==> config.mk <==
export PLATFORM = sky130hd
export DESIGN_NAME = atomrvcore_fetch_queue
export DESIGN_NICKNAME = d
export VERILOG_FILES = /design/src/rtl/atomrvcore_pkg.sv /design/src/rtl/atomrvcore_sync_fifo.sv /design/src/rtl/atomrvcore_fetch_queue.sv
export SDC_FILE = /design/constraint.sdc
export NUM_CORES = 1
export LEC_CHECK = 0
export CAP_MARGIN = 20
export CORE_MARGIN = 4
export CORE_UTILIZATION = 50
export CTS_CLUSTER_DIAMETER = 30
export DETAILED_ROUTE_END_ITERATION = 10
export PLACE_DENSITY = 0.72
export SETUP_SLACK_MARGIN = 0.5
export SLEW_MARGIN = 10
export SYNTH_ARGS = -nofsm -noshare
export SYNTH_HDL_FRONTEND = slang
export SYNTH_SLANG_ARGS = --single-unit
export TNS_END_PERCENT = 5
==> constraint.sdc <==
create_clock -name clk_i -period 4.79 [get_ports clk_i]
set_clock_uncertainty 0.2 [all_clocks]
set_input_delay 0.958 -clock clk_i [delete_from_list [all_inputs] [get_ports clk_i]]
set_output_delay 0.958 -clock clk_i [all_outputs]
set_load 0.01 [all_outputs]
==> src/rtl/atomrvcore_pkg.sv <==
// Purpose: shared types and constants for the atomRVCORE fetch path.
// Latency: n/a (types and constants only).
// Backpressure: n/a.
// Contents: fetch_entry_t {pc, instr}, NOP_INSTR filler, default reset PC.
package atomrvcore_pkg;

  localparam int XLEN = 32;

  // addi x0, x0, 0 -- presented on instr_o whenever the queue is empty.
  localparam logic [XLEN-1:0] NOP_INSTR        = 32'h0000_0013;
  localparam logic [XLEN-1:0] DEFAULT_RESET_PC = 32'h0000_0000;

  typedef struct packed {
    logic [XLEN-1:0] pc;
    logic [XLEN-1:0] instr;
  } fetch_entry_t;

endpackage

==> src/rtl/atomrvcore_sync_fifo.sv <==
// Purpose: DEPTH-entry circular buffer of fetch_entry_t with synchronous flush.
// Latency: push visible at head the cycle after the write; no bypass.
// Backpressure: none internally; the caller must never push when full or pop when empty.
// Ports: clk, rst_n (async active-low), flush, push/push_data, pop, head, count.
module atomrvcore_sync_fifo
  import atomrvcore_pkg::*;
#(
  parameter int DEPTH = 4,
  localparam int PW   = $clog2(DEPTH),
  localparam int CW   = $clog2(DEPTH + 1)
) (
  input  logic          clk,
  input  logic          rst_n,
  input  logic          flush,
  input  logic          push,
  input  fetch_entry_t  push_data,
  input  logic          pop,
  output fetch_entry_t  head,
  output logic [CW-1:0] count
);

  localparam logic [PW-1:0] LAST = PW'(DEPTH - 1);

  fetch_entry_t  mem [DEPTH];
  logic [PW-1:0] wr_ptr;
  logic [PW-1:0] rd_ptr;

  // Explicit wrap so non-power-of-two depths work.
  function automatic logic [PW-1:0] ptr_inc(input logic [PW-1:0] p);
    return (p == LAST) ? '0 : p + PW'(1);
  endfunction

  always_ff @(posedge clk or negedge rst_n) begin
    if (!rst_n) begin
      wr_ptr <= '0;
      rd_ptr <= '0;
      count  <= '0;
    end else if (flush) begin
      wr_ptr <= '0;
      rd_ptr <= '0;
      count  <= '0;
    end else begin
      if (push) wr_ptr <= ptr_inc(wr_ptr);
      if (pop)  rd_ptr <= ptr_inc(rd_ptr);
      if (push && !pop)      count <= count + CW'(1);
      else if (pop && !push) count <= count - CW'(1);
    end
  end

  // Storage is not reset; occupancy alone decides validity.
  always_ff @(posedge clk) begin
    if (push && !flush) mem[wr_ptr] <= push_data;
  end

  assign head = mem[rd_ptr];

endmodule

==> src/rtl/atomrvcore_fetch_queue.sv <==
// Purpose: fetch stage owning the PC; sequential ICCM reads buffered in a queue for the IDU.
// Latency: address in cycle N, data captured end of N+1, instr_valid_o in N+2.
// Backpressure: reads are issued only while queue occupancy plus the in-flight read is below DEPTH.
// Ports: clk_i, rst_ni; redirect_i/redirect_pc_i from IDU; IR_EN_o/address_o/DATA_i to ICCM;
//        instr_valid_o/instr_ready_i/instr_o/pc_o to IDU; count_o occupancy.
module atomrvcore_fetch_queue
  import atomrvcore_pkg::*;
#(
  parameter int                   DATAWIDTH = 32,
  parameter int                   ADDRWIDTH = 32,
  parameter int                   DEPTH     = 4,
  parameter logic [ADDRWIDTH-1:0] RESET_PC  = ADDRWIDTH'(DEFAULT_RESET_PC),
  localparam int                  CW        = $clog2(DEPTH + 1)
) (
  input  logic                 clk_i,
  input  logic                 rst_ni,
  input  logic                 redirect_i,
  input  logic [ADDRWIDTH-1:0] redirect_pc_i,
  output logic                 IR_EN_o,
  output logic [ADDRWIDTH-1:0] address_o,
  input  logic [DATAWIDTH-1:0] DATA_i,
  output logic                 instr_valid_o,
  input  logic                 instr_ready_i,
  output logic [DATAWIDTH-1:0] instr_o,
  output logic [ADDRWIDTH-1:0] pc_o,
  output logic [CW-1:0]        count_o
);

  // fetch_entry_t fields are XLEN wide, so DATAWIDTH and ADDRWIDTH are expected to equal XLEN.

  logic [ADDRWIDTH-1:0] pc_q;
  logic [ADDRWIDTH-1:0] inflight_pc_q;
  logic                 inflight_vld_q;
  logic [CW-1:0]        count;
  logic [CW:0]          credits_used;
  logic                 issue;
  logic                 push;
  logic                 pop;
  fetch_entry_t         resp;
  fetch_entry_t         head;

  // Credit check from registered state only: every issued read is guaranteed a slot.
  assign credits_used = {1'b0, count} + {{CW{1'b0}}, inflight_vld_q};
  assign issue        = credits_used < (CW + 1)'(DEPTH);
  assign IR_EN_o      = issue;
  assign address_o    = pc_q;

  assign instr_valid_o = (count != '0);
  assign pop           = instr_valid_o && instr_ready_i;

  // A response landing in a redirect cycle belongs to the old path and is dropped.
  assign push = inflight_vld_q && !redirect_i;
  assign resp = '{pc: inflight_pc_q, instr: DATA_i};

  always_ff @(posedge clk_i or negedge rst_ni) begin
    if (!rst_ni) begin
      pc_q           <= RESET_PC;
      inflight_vld_q <= 1'b0;
      inflight_pc_q  <= '0;
    end else if (redirect_i) begin
      // Any read issued this cycle is killed by never marking it in flight.
      pc_q           <= {redirect_pc_i[ADDRWIDTH-1:2], 2'b00};
      inflight_vld_q <= 1'b0;
    end else begin
      inflight_vld_q <= issue;
      if (issue) begin
        pc_q          <= pc_q + ADDRWIDTH'(4);
        inflight_pc_q <= pc_q;
      end
    end
  end

  atomrvcore_sync_fifo #(
    .DEPTH(DEPTH)
  ) u_fifo (
    .clk       (clk_i),
    .rst_n     (rst_ni),
    .flush     (redirect_i),
    .push      (push),
    .push_data (resp),
    .pop       (pop),
    .head      (head),
    .count     (count)
  );

  assign instr_o = instr_valid_o ? head.instr : NOP_INSTR;
  assign pc_o    = head.pc;
  assign count_o = count;

endmodule
# After elaboration in Yosys (flattened, before gate mapping)
# Memory sizes are Yosys's and may differ from the RTL's.
# Index checks and enable logic that the tools add are counted.
dict set report totals {
  reg_bits 72
  latch_bits 0
  ram_bits 256
  rom_bits 0
  in_bits 68
  output_inout_bits 101
  word_cells 46
  memories 1
}
dict set report classes {
  add_sub_neg 6
  n_mul 0
  div 0
  order_cmp 1
  eq_ne 2
  shift 0
  mux 15
  bitwise 1
  n_reduce_logical 14
}
# name words word_bits rd rd_ports_with_merged_regs write_ports line_no
set mem_list {}
lappend mem_list {u_fifo.mem 4 64 1 0 1 atomrvcore_sync_fifo.sv:24} ;# fetch_entry_t mem [DEPTH];
# operator n
set ops {}
lappend ops {{32-bit two-way mux} 3}
lappend ops {{32-bit by 3-bit adder with 32-bit output, second input constant} 1}
lappend ops {{2-bit two-way mux} 6}
lappend ops {{3-bit two-way mux} 3}
lappend ops {{2-bit nonzero test} 3}
lappend ops {{3-bit nonzero test} 2}
lappend ops {{1-bit logical AND} 5}
lappend ops {{2-bit by 1-bit adder with 2-bit output, second input constant} 2}
lappend ops {{3-bit by 1-bit adder with 4-bit output} 1}
lappend ops {{2-bit equality test, second input constant} 2}
lappend ops {{4-bit by 3-bit < comparator with 1-bit output, second input constant} 1}
lappend ops {{3-bit by 1-bit adder with 3-bit output, second input constant} 1}
lappend ops {{1-bit zero test} 3}
lappend ops {{1-bit two-way mux} 3}
lappend ops {{3-bit by 1-bit subtractor with 3-bit output, second input constant} 1}
lappend ops {{2-bit AND reduction} 1}
lappend ops {{1-bit NOT} 1}

# Depth between registers and ports, before layout
# Gate-level depths: netlist (run 1).
dict set report logic_depth {
  word_depth 7
  ltp_mapped 9
}

# Cells and area by module
# Synthesis (run 1) repeated with hierarchy kept, for this count alone.
dict set report unflattened {
  hier_cells 699
  area_unflattened_um2 12956.2
}
# mod n_inst cells_each area_each_um2 seq_area_each_um2
set modules_own_cells {}
lappend modules_own_cells {atomrvcore_sync_fifo 1 381 9681.8 7862.5}
lappend modules_own_cells {atomrvcore_fetch_queue 1 318 3274.4 1526.5}

# Worst setup path before layout (run 1)
# Ideal clock, no wire load.
dict set report synth_path {
  kind {in2reg}
  startpoint {input redirect_i}
  endpoint {memory u_fifo.mem[0][0] (netlist bit) (enable)}
  setup_time_ns 0.427
  arrival_ns 3.034
  t_required_ns 4.163
  setup_slack_ns 1.129
  path_stages 4
  cell_sequence {clkbuf_1 > clkbuf_1 > nor2b_1 > and2_1}
}
dict set report synth_between {
  elab_chain_len 5
}
# element line_no
set synth_rtl {}
lappend synth_rtl {{start, declared} atomrvcore_fetch_queue.sv:17} ;# input logic redirect_i,
lappend synth_rtl {{1-bit zero test *} {atomrvcore_sync_fifo.sv:52, atomrvcore_fetch_queue.sv:52}}
lappend synth_rtl {{1-bit logical AND} atomrvcore_fetch_queue.sv:52} ;# assign push = inflight_vld_q && !redirect_i;
lappend synth_rtl {{1-bit logical AND *} atomrvcore_sync_fifo.sv:52} ;# if (push && !flush) mem[wr_ptr] <= push_data;
lappend synth_rtl {{1-bit two-way mux *} atomrvcore_sync_fifo.sv:52}
lappend synth_rtl {{1-bit two-way mux (implied by the code) *} atomrvcore_sync_fifo.sv:52}
lappend synth_rtl {{end, declared} atomrvcore_sync_fifo.sv:24}
# Mark *: on every way between the ends. The rest lies on a longest branch, timed or not.

# Worst setup path after layout (run 1)
dict set report layout_path {
  startpoint {register u_fifo.rd_ptr[0]}
  endpoint {output instr_o[24]}
}
dict set report layout_between {
  elab_chain_len 2
}
# element line_no
set layout_rtl {}
lappend layout_rtl {{start, declared} atomrvcore_sync_fifo.sv:26} ;# logic [PW-1:0] rd_ptr;
lappend layout_rtl {{start signal, assigned} atomrvcore_sync_fifo.sv:44} ;# if (pop) rd_ptr <= ptr_inc(rd_ptr);
lappend layout_rtl {{memory read 4 x 64 bit} n/a}
lappend layout_rtl {{32-bit two-way mux} atomrvcore_fetch_queue.sv:86} ;# assign instr_o = instr_valid_o ? head.instr : NOP_INSTR;
lappend layout_rtl {{end, declared} atomrvcore_fetch_queue.sv:24} ;# output logic [DATAWIDTH-1:0] instr_o,
# Every way passes these cells.

==> summary.txt, run 1 <==
Run status
  – Outcome: finished clean

Place
  – Post-Place Setup Slack: 1.25 ns
  – IO buf count: 162
  – Routability cong.: 0.869
  – Detailed Place HPWL: 16,800 um
  – Placed cells: 1,171
  – Placement Cell Area: 0.0147 mm2

Synthesis
  – Synth area leader: edfxtp_1
  – Yosys top cell area share: 58.8%
  – Post-synthesis async set-or-reset flop share: 21.5%
  – Flops & latches, synth: 316
  – EDFF count, synth: 248
  – Synth warnings: 0
  – Mapped Area: 0.0127 mm2
  – Post-Syn Area per Cell: 17.8 um2
  – Post-synth top flop: edfxtp_1
  – Synth top area cells: edfxtp_1 59%, dfrtp_1 13%, mux4_2 11%, mux2_2 2.7%, and2_1 1.8%
  – Post-Syn Instances: 712
  – Sequential share of the synthesized area: 72.2%
  – Synth cell types: 49

Setup path
  – Worst Path Class, Setup: flip-flop to output port
  – Crit path DAT: 2.87 ns
  – Startpoint types: flip-flop
  – Worst path max stage delay: 0.70 ns
  – Crit Path Max Fanout: 22
  – Slowest-stage cell, CP: dfrtp_4
  – Crit path max-delay family: buffers and inverters
  – Worst EP required: 3.63 ns
  – Worst-path cell chain: buf_4 -> mux4_2 -> and2_1 -> clkdlybuf4s50_1
  – WP buf/inv: 2
  – Critical Path Sink Type: output port

Floorplanning
  – Chip width: 167 um
  – Starting density of the core: 51.5%
  – I/O Pins: 169
  – Std cell rows: 57
  – Die area: 0.0280 mm2
  – Core box area: 0.0246 mm2
  – Die height: 167 um

Power and ir drop
  – Sw frac: 27.2%
  – Cell-internal power: 7.33 mW
  – Gate power share: 24.0%
  – Sequential share of power: 38.4%
  – PD cells: 610 mW/mm2
  – Pleak: 5.64 nW
  – Power Total: 10.1 mW
  – Switch Pwr: 2.74 mW
  – Peak VDD IR: 0.000350 V
  – Clk pwr share: 37.5%

Timing
  – Final hold violation count: 0
  – Slew @ Worst Pin: 0.980 ns
  – Setup TNS: 0 ns
  – Slew margin rel.: 34.7%
  – Final setup viols: 0
  – Setup ws final: 0.766 ns
  – Period utilization: 84.0%
  – Crit path time final: 4.02 ns
  – Final Max Slew Viols: 0
  – Hold WS: 0.0929 ns
  – RSZ-0062 raised after global routing: false
  – Maximum clock rate: 249 MHz

CTS
  – Reg clk slew, reported paths: 0.06 ns
  – CTS Root Cell: clkbuf_16
  – Max clock buf depth: 3
  – Post-CTS Repair Setup Buffers: 0
  – H-Tree Depth: 2
  – Post_cts resized: 0
  – Hold_buf cts: 0
  – Clock sink count: 316
  – Clk Latency, worst-skew pair: 0.55 ns
  – CTS tree: done
  – CTS Buf Count: 53

Job
  – Total of max-cap violations: 0

GRT
  – Initial antenna violation count: 1
  – Vias in the first global route: 7,831
  – Grt ovf: 0
  – Global-route wire length before repair: 43,800 um
  – Largest net degree at the start of global routing: 63
  – Total GRT Usage: 19.9%

Finish
  – Fill cells: 1,651
  – Post-route cell area: 0.0165 mm2
  – ANT cells: 0
  – Final Util: 67.1%
  – Commonest non-fill, non-tap cell in the layout: edfxtp_1
  – Layout cell share with drive strength beyond 1: 21.7%
  – # nets final: 977
  – Commonest cells after routing, fill and taps aside: 248 x edfxtp_1, 161 x clkdlybuf4s50_1, 66 x dfrtp_1, 62 x mux4_2, 54 x clkbuf_16
  – Syn-to-layout area delta: 30.3%
  – Final cell count without fillers: 1,272

Hold path
  – Hold Path Class: primary input to asynchronous set/reset pin

Route
  – Via-to-Cell Ratio: 5.80
  – Drt pass-1 iters: 5
  – Starting DRT DRC Count: 553
  – Final ANT Viol Nets: 0
  – DR DRC count: 0
  – Vias: 7,378
  – Average routed wire per standard cell: 21.8 um
  – Final WL: 27,700 um
[final timing paths]
kind	from	endpoint	slack, ns	depth (start not counted)
worst max-delay path	u_fifo.rd_ptr[0]$_DFFE_PN0P_	instr_o[24]	0.77	4
worst min-delay path	rst_ni	address_o[7]$_DFFE_PN0P_	0.09	1
worst max register to register	inflight_vld_q$_DFF_PN0_	inflight_pc_q[31]$_DFFE_PN0P_	2.34	5
worst min register to register	inflight_pc_q[22]$_DFFE_PN0P_	u_fifo.mem[1][54]$_DFFE_PP_	0.30	0
max in group asynchronous	rst_ni	u_fifo.rd_ptr[0]$_DFFE_PN0P_	3.35	3
min in group clk_i	inflight_pc_q[22]$_DFFE_PN0P_	u_fifo.mem[1][54]$_DFFE_PP_	0.30	0
[flip-flops by register name, summed over array words and instances, names as in the netlist]
| register | cells |
|---|---|
| address_o | 30 |
| inflight_pc_q | 30 |
| u_fifo.rd_ptr | 2 |
| inflight_vld_q | 1 |
| u_fifo.count | 3 |
| u_fifo.wr_ptr | 2 |
| u_fifo.mem | 248 |
[per-layer routing]
metal | track usage [%] | vias to the layer above | wire length (um)
met4 | 4.23 | 2 | 285
met1 | 27.6 | 3741 | 11600
met2 | 32.1 | 375 | 13400
met5 | 0 | - | 20
met3 | 5.68 | 36 | 2420
li1 | - | 3224 | -
[layout make-up]
cell class | instances | area, um2 | area share [%]
Sequential cell | 316 | 9160 | 55.5
Inverter | 11 | 41.3 | 0.250
Tap cell | 324 | 405 | 2.46
Multi-Input combinational cell | 345 | 3310 | 20.0
Timing Repair Buffer | 176 | 1770 | 10.7
Clock buffer | 61 | 1390 | 8.41
Clock inverter | 39 | 442 | 2.68
[power groups by stage]
stage / combinational, mW / sequential (mW) / clock (mW)
finish: 2.42 / 3.87 / 3.78
global placement: 2.41 / 3.87 / 0
CTS: 2.47 / 3.88 / 3.83
global route: 2.60 / 3.93 / 3.99
floorplan: 1.39 / 3.73 / 0
detailed placement: 2.44 / 3.92 / 0
[cells by family after synthesis]
group                      share of synthesized area [%]
other                                             0.0296
DFF                                                 72.2
AOI/OAI and AO/OA                                   3.06
xor gates and xnor gates                           0.830
muxes                                               13.8
buffers and inverters                               1.87
adders and majority gates                          0.652
and+or+nand+nor                                     7.51
[cell usage after synthesis, types with 9 or more instances]
cell and number:
a31oi_1 12, and2_1 37, buf_2 9, clkbuf_1 27
dfrtp_1 68, edfxtp_1 248, inv_1 11, mux2_2 30
mux4_2 62, nand2_1 24, nand3_1 24, nand4_1 16
nor2_1 21, o21ai_0 12, o31ai_1 17, or4_1 10
xor2_1 9
Note: power is estimated with default switching activity, not from simulation.
==> run 2: changes to the inputs <==
==> constraint.sdc (replaced) <==
create_clock -name clk_i -period 4.1 [get_ports clk_i]
set_clock_uncertainty 0.2 [all_clocks]
set_input_delay 0.82 -clock clk_i [delete_from_list [all_inputs] [get_ports clk_i]]
set_output_delay 0.82 -clock clk_i [all_outputs]
set_load 0.01 [all_outputs]
==> run 2 against run 1 <==
  * Sequential share of layout area decreased by 0.62 points
  * Critical path depth unchanged
  * Wire length increased by 0.43%
  * Via count decreased by 0.69%
  * Clock power increased by 16%
  * Global-route usage decreased by 0.056 points
  * Largest cell class unchanged
==> summary.txt, run 2 (synthesis gave the netlist of run 1 again) <==
Run status
  – Outcome: finished clean (unchanged)

GRT
  – Global-route wire length before repair: 43,700 um (was 43,800 um)
  – Vias in the first global route: 7,799 (was 7,831)
  – Largest net degree at the start of global routing: 54 (was 63)
  – Initial antenna violation count: 1 (unchanged)
  – Total GRT Usage: 19.8% (was 19.9%)
  – Grt ovf: 0 (unchanged)

Finish
  – ANT cells: 0 (unchanged)
  – Commonest cells after routing, fill and taps aside: 248 x edfxtp_1, 161 x clkdlybuf4s50_1, 66 x dfrtp_1, 62 x mux4_2, 58 x clkbuf_16 (was 248 x edfxtp_1, 161 x clkdlybuf4s50_1, 66 x dfrtp_1, 62 x mux4_2, 54 x clkbuf_16)
  – Final cell count without fillers: 1,290 (was 1,272)
  – Post-route cell area: 0.0167 mm2 (was 0.0165 mm2)
  – Final Util: 67.9% (was 67.1%)
  – Layout cell share with drive strength beyond 1: 23.5% (was 21.7%)
  – # nets final: 994 (was 977)
  – Syn-to-layout area delta: 31.8% (was 30.3%)
  – Commonest non-fill, non-tap cell in the layout: edfxtp_1 (unchanged)
  – Top reg by flops: u_fifo.mem (unchanged)
  – Max reg flops: 248 (unchanged)

Setup path
  – WP buf/inv: 2 (unchanged)
  – Reg2reg path depth: 5 (unchanged)
  – Worst-path cell chain: buf_4 -> mux4_2 -> and2_1 -> clkdlybuf4s50_1 (unchanged)
  – Worst setup startpoint: u_fifo.rd_ptr[1]$_DFFE_PN0P_ (was u_fifo.rd_ptr[0]$_DFFE_PN0P_)
  – Crit path DAT: 2.53 ns (was 2.87 ns)
  – Crit path max-delay family: buffers and inverters (unchanged)
  – Worst Path Class, Setup: flip-flop to output port (unchanged)
  – Crit Path Max Fanout: 20 (was 22)
  – Worst path max stage delay: 0.63 ns (was 0.70 ns)
  – WP depth: 4 (unchanged)
  – Reg2reg start: u_fifo.count[0]$_DFFE_PN0P_ (was inflight_vld_q$_DFF_PN0_)
  – Slowest-stage cell, CP: dfrtp_4 (unchanged)
  – Worst EP required: 3.08 ns (was 3.63 ns)
  – Startpoint types: flip-flop (unchanged)
  – Critical Path Sink Type: output port (unchanged)

CTS
  – Reg clk slew, reported paths: 0.05 ns (was 0.06 ns)
  – Clock sink count: 316 (unchanged)
  – Clk Latency, worst-skew pair: 0.55 ns (about the same)
  – CTS Root Cell: clkbuf_16 (unchanged)
  – CTS tree: done (unchanged)
  – CTS Buf Count: 54 (was 53)
  – Max clock buf depth: 3 (unchanged)
  – H-Tree Depth: 2 (unchanged)

Route
  – DR DRC count: 0 (unchanged)
  – Via-to-Cell Ratio: 5.68 (was 5.80)
  – Final WL: 27,800 um (was 27,700 um)
  – Drt pass-1 iters: 5 (unchanged)
  – Starting DRT DRC Count: 577 (was 553)
  – Average routed wire per standard cell: 21.6 um (was 21.8 um)
  – Final ANT Viol Nets: 0 (unchanged)
  – Vias: 7,327 (was 7,378)

Power and ir drop
  – Gate power share: 25.9% (was 24.0%)
  – PD cells: 716 mW/mm2 (was 610 mW/mm2)
  – Cell-internal power: 8.66 mW (was 7.33 mW)
  – Power Total: 12.0 mW (was 10.1 mW)
  – Sequential share of power: 37.3% (was 38.4%)
  – Pleak: 5.71 nW (was 5.64 nW)
  – Switch Pwr: 3.29 mW (was 2.74 mW)
  – Peak VDD IR: 0.000415 V (was 0.000350 V)
  – Clk pwr share: 36.9% (was 37.5%)
  – Sw frac: 27.5% (was 27.2%)

Place
  – Post-Place Setup Slack: 0.720 ns (was 1.25 ns)
  – Placement Cell Area: 0.0147 mm2 (about the same)
  – Placed cells: 1,175 (was 1,171)
  – Routability cong.: 0.880 (was 0.869)
  – Detailed Place HPWL: 17,100 um (was 16,800 um)
  – IO buf count: 162 (unchanged)

Floorplanning
  – Die height: 167 um (unchanged)
  – Core box area: 0.0246 mm2 (unchanged)
  – Std cell rows: 57 (unchanged)
  – I/O Pins: 169 (unchanged)
  – Chip width: 167 um (unchanged)
  – Starting density of the core: 51.5% (unchanged)
  – Die area: 0.0280 mm2 (unchanged)

Timing
  – Maximum clock rate: 282 MHz
  – Slew margin rel.: 53.9% (was 34.7%)
  – RSZ-0062 raised after global routing: true (was false)
  – Final setup viols: 0 (unchanged)
  – Hold WS: 0.308 ns (was 0.0929 ns)
  – Slew @ Worst Pin: 0.686 ns (was 0.980 ns)
  – Crit path time final: 3.55 ns
  – Final Max Slew Viols: 0 (unchanged)
  – Setup TNS: 0 ns (unchanged)
  – Final hold violation count: 0 (unchanged)
  – Setup ws final: 0.548 ns (was 0.766 ns)
  – Period utilization: 86.6%

Hold path
  – Hold path depth: 0
  – Hold_sp: inflight_pc_q[22]$_DFFE_PN0P_
  – Hold Path Class: flip-flop to flip-flop (was primary input to asynchronous set/reset pin)

Job
  – Total of max-cap violations: 0 (unchanged)
run 2: changes by cell type in the layout (fill, tap and decap cells not counted), moves of 3 or more:
cell        previous run  this run
bufinv_16              7         4
inv_6                  6         9
buf_12                 4         7
clkinv_2               8         5
clkbuf_16             54        58
clkinvlp_4             4        13
buf_4                  9        20
clkinv_1               7         2
run 2: timing repair:
item,in CTS,in global routing
endpoints found under the setup margin,51,10
setup buffers,11,0
endpoints found under the hold margin,15,0
hold buffers,1,0
resized for setup,2,0
cloned,1,0
run 2: power by group through the flow:
| stage | clock (mW) | combinational (mW) | sequential [mW] |
|---|---|---|---|
| final | 4.40 | 3.09 | 4.46 |
| after global routing | 4.65 | 3.32 | 4.51 |
| after CTS | 4.47 | 3.15 | 4.46 |
| after detailed placement | 0 | 2.91 | 4.56 |
| after global placement | 0 | 2.87 | 4.50 |
| after floorplan | 0 | 1.62 | 4.36 |
run 2: worst reg2reg max path, delay by kind of cell, from the launching register on:
kind,cells,cell delay [ns]
flip-flops,1,0.50
multiplexers,1,0.41
AND/OR/NAND/NOR,1,0.37
AO/OA/AOI/OAI,1,0.23
buffers and inverters,2,0.65
run 2: final cells by class:
type / count / area [um2]
flip-flops and latches: 316 / 9160
clock inverters: 36 / 360
repair buffers: 191 / 1930
fillers: 1629 / 7910
multi-input cells: 345 / 3310
well taps: 324 / 405
clock buffers: 66 / 1480
repair inverters: 1 / 7.51
inverters: 11 / 45.0
run 2: per-layer routing:
metal | vias to the layer above | global-route usage, % | wire length (um)
li1 | 3266 | - | -
met1 | 3711 | 28.0 | 12000
met2 | 310 | 31.5 | 13300
met3 | 38 | 5.26 | 2130
met4 | 2 | 4.52 | 421
met5 | - | 0 | 12
run 2: final timing paths:
check	end	slack, ns
max	instr_o[26]	0.55
min	u_fifo.mem[3][54]$_DFFE_PP_	0.31
max reg2reg	inflight_pc_q[11]$_DFFE_PN0P_	1.64
min reg2reg	u_fifo.mem[3][54]$_DFFE_PP_	0.31
max in group asynchronous	u_fifo.rd_ptr[0]$_DFFE_PN0P_	2.05
min in group asynchronous	address_o[2]$_DFFE_PN0P_	0.53
==> run 3: changes to the inputs <==
--- a/config.mk
+++ b/config.mk
@@ -10,7 +10,7 @@
 export CORE_UTILIZATION = 50
 export CTS_CLUSTER_DIAMETER = 30
 export DETAILED_ROUTE_END_ITERATION = 10
-export PLACE_DENSITY = 0.72
+export PLACE_DENSITY_LB_ADDON = 0.25
 export SETUP_SLACK_MARGIN = 0.5
 export SLEW_MARGIN = 10
 export SYNTH_ARGS = -nofsm -noshare
==> run 3 against run 2 <==
  * Clock-buffer cell count is 2 higher
  * Cell count is 0.31% higher
  * Sequential power hardly changed
  * Via count is 1.4% higher
  * Register-to-register slack better by 0.07 ns
  * First-iteration DRC count is 16% higher
  * Final area is 1.2% higher
  * Non-clock buffer count is 2 lower
  * Clock power is 10% higher
  * Die area stayed put
  * Hold slack worse by 0.11 ns
  * Global-route usage is 0.80 points higher
  * Highest routed layer is now met4
==> summary.txt, run 3 (synthesis gave the netlist of run 1 again) <==
Timing
  – Final Max Slew Viols: 0 (unchanged)
  – Final hold violation count: 0 (unchanged)
  – Crit path time final: 3.53 ns (was 3.55 ns)
  – Final setup viols: 0 (unchanged)
  – RSZ-0062 raised after global routing: true (unchanged)
  – Setup TNS: 0 ns (unchanged)
  – Slew @ Worst Pin: 0.901 ns (was 0.686 ns)
  – Slew margin rel.: 39.9% (was 53.9%)
  – Period utilization: 86.1% (was 86.6%)
  – Setup ws final: 0.571 ns (was 0.548 ns)
  – Maximum clock rate: 283 MHz (was 282 MHz)

GRT
  – Initial antenna violation count: 0 (was 1)
  – Global-route wire length before repair: 45,300 um (was 43,700 um)
  – Vias in the first global route: 7,931 (was 7,799)
  – GR met3 Demand/Resource: 5.14% (was 5.26%)
  – Grt ovf: 0 (unchanged)
  – Largest net degree at the start of global routing: 69 (was 54)
  – Gr busiest metal: met2 (unchanged)
  – GR Layer Usage met1: 27.8% (was 28.0%)
  – Total GRT Usage: 20.6% (was 19.8%)
  – Global Route met2 Usage: 33.8% (was 31.5%)

CTS
  – CTS Buf Count: 57 (was 54)
  – Clock sink count: 316 (unchanged)
  – Clk Latency, worst-skew pair: 0.56 ns (was 0.55 ns)
  – Max clock buf depth: 3 (unchanged)
  – CTS Root Cell: clkbuf_16 (unchanged)
  – Reg clk slew, reported paths: 0.06 ns (was 0.05 ns)
  – CTS tree: done (unchanged)
  – H-Tree Depth: 2 (unchanged)

Power and ir drop
  – Sw frac: 27.3% (was 27.5%)
  – Gate power share: 25.1% (was 25.9%)
  – Power Total: 12.5 mW (was 12.0 mW)
  – Clk pwr share: 39.0% (was 36.9%)
  – Peak VDD IR: 0.000368 V (was 0.000415 V)
  – Pleak: 5.81 nW (was 5.71 nW)
  – PD cells: 737 mW/mm2 (was 716 mW/mm2)
  – Switch Pwr: 3.40 mW (was 3.29 mW)
  – Cell-internal power: 9.05 mW (was 8.66 mW)
  – Sequential share of power: 35.9% (was 37.3%)

Route
  – DR DRC count: 0 (unchanged)
  – Starting DRT DRC Count: 672 (was 577)
  – Final ANT Viol Nets: 0 (unchanged)
  – Average routed wire per standard cell: 22.2 um (was 21.6 um)
  – Vias: 7,426 (was 7,327)
  – Via-to-Cell Ratio: 5.74 (was 5.68)
  – Final WL: 28,700 um (was 27,800 um)
  – Drt pass-1 iters: 5 (unchanged)

Setup path
  – Crit path DAT: 2.51 ns (was 2.53 ns)
  – Worst EP required: 3.08 ns (about the same)
  – Crit Path Max Fanout: 17 (was 20)
  – Critical Path Sink Type: output port (unchanged)
  – Startpoint types: flip-flop (unchanged)
  – Worst Path Class, Setup: flip-flop to output port (unchanged)

Finish
  – Commonest non-fill, non-tap cell in the layout: edfxtp_1 (unchanged)
  – Final cell count without fillers: 1,294 (was 1,290)
  – Top reg by flops: u_fifo.mem (unchanged)
  – Commonest cells after routing, fill and taps aside: 248 x edfxtp_1, 161 x clkdlybuf4s50_1, 66 x dfrtp_1, 62 x mux4_2, 59 x clkbuf_16 (was 248 x edfxtp_1, 161 x clkdlybuf4s50_1, 66 x dfrtp_1, 62 x mux4_2, 58 x clkbuf_16)
  – ANT cells: 0 (unchanged)
  – Syn-to-layout area delta: 33.4% (was 31.8%)
  – Layout cell share with drive strength beyond 1: 24.3% (was 23.5%)
  – Post-route cell area: 0.0169 mm2 (was 0.0167 mm2)
  – # nets final: 995 (was 994)
  – Max reg flops: 248 (unchanged)

Floorplanning
  – Chip width: 167 um (unchanged)
  – I/O Pins: 169 (unchanged)
  – Die height: 167 um (unchanged)
  – Starting density of the core: 51.5% (unchanged)
  – Core box area: 0.0246 mm2 (unchanged)
  – Die area: 0.0280 mm2 (unchanged)
  – Std cell rows: 57 (unchanged)

Hold path
  – Hold Path Class: primary input to asynchronous set/reset pin (was flip-flop to flip-flop)

Place
  – Placed cells: 1,174 (was 1,175)
  – Placement Cell Area: 0.0147 mm2 (about the same)
  – Routability cong.: 0.864 (was 0.880)
  – IO buf count: 162 (unchanged)
  – Detailed Place HPWL: 17,000 um (was 17,100 um)
  – Post-Place Setup Slack: 0.762 ns (was 0.720 ns)

Job
  – Total of max-cap violations: 0 (unchanged)

Run status
  – Outcome: finished clean (unchanged)
-- run 3: cell types whose count changed in the layout (fill, tap and decap cells not counted), moves of 3 or more --
cell       before  now
inv_8           1    4
bufinv_16       4    8
buf_4          20   17
clkbuf_8        0    3
-- run 3: repair_timing --
item	CTS	global route
gates cloned	1	0
hold buffers	0	0
setup buffers	5	5
gates resized for setup	2	0
setup endpoints to repair	62	16
-- run 3: power groups by stage --
stage,Sequential [mW],Clock (mW),Combinational (mW)
3_3_place_gp,4.53,0,2.82
6_report,4.47,4.86,3.12
2_1_floorplan,4.36,0,1.62
5_1_grt,4.53,5.11,3.35
3_5_place_dp,4.59,0,2.86
4_1_cts,4.47,4.93,3.11
-- run 3: critical path: stages (launching register included) --
cell and delay [ns]:
dfrtp_4 0.52, buf_12 0.21, mux4_2 0.53, and2_1 0.18, clkdlybuf4s50_1 0.49
-- run 3: path summary, 6_finish.rpt --
kind / startpoint / to / slack (ns) / cells after the start
min in group clk_i: inflight_pc_q[19]$_DFFE_PN0P_ / u_fifo.mem[3][51]$_DFFE_PP_ / 0.31 / 0
max in group asynchronous: rst_ni / u_fifo.rd_ptr[0]$_DFFE_PN0P_ / 2.83 / 1
hold / removal: rst_ni / address_o[26]$_DFFE_PN0P_ / 0.20 / 1
setup / recovery: u_fifo.rd_ptr[0]$_DFFE_PN0P_ / instr_o[24] / 0.57 / 4
setup reg to reg: u_fifo.count[2]$_DFFE_PN0P_ / address_o[16]$_DFFE_PN0P_ / 1.71 / 5
hold reg to reg: inflight_pc_q[19]$_DFFE_PN0P_ / u_fifo.mem[3][51]$_DFFE_PP_ / 0.31 / 0
-- run 3: cell type report --
| cell class | count | area (um2) |
|---|---|---|
| clock buffer | 68 | 1540 |
| clock inverter | 40 | 497 |
| fill | 1591 | 7700 |
| inverter | 11 | 45.0 |
| multi-input combinational | 345 | 3310 |
| sequential | 316 | 9160 |
| tap | 324 | 405 |
| timing repair buffer | 189 | 1940 |
| timing repair inverter | 1 | 7.51 |
-- run 3: layer usage --
| layer | vias up | routed length (um) |
|---|---|---|
| met1 | 3758 | 11700 |
| met5 | - | 0 |
| li1 | 3269 | - |
| met2 | 346 | 14400 |
| met3 | 53 | 2100 |
| met4 | 0 | 544 |
-- run 3: stage by stage --
step,hold slack [ns],util (%)
floorplan,0.272,-
global placement,0.285,59.8
detailed placement,0.305,59.8
CTS,0.215,68.5
global route,0.263,68.7
finish,0.202,68.7
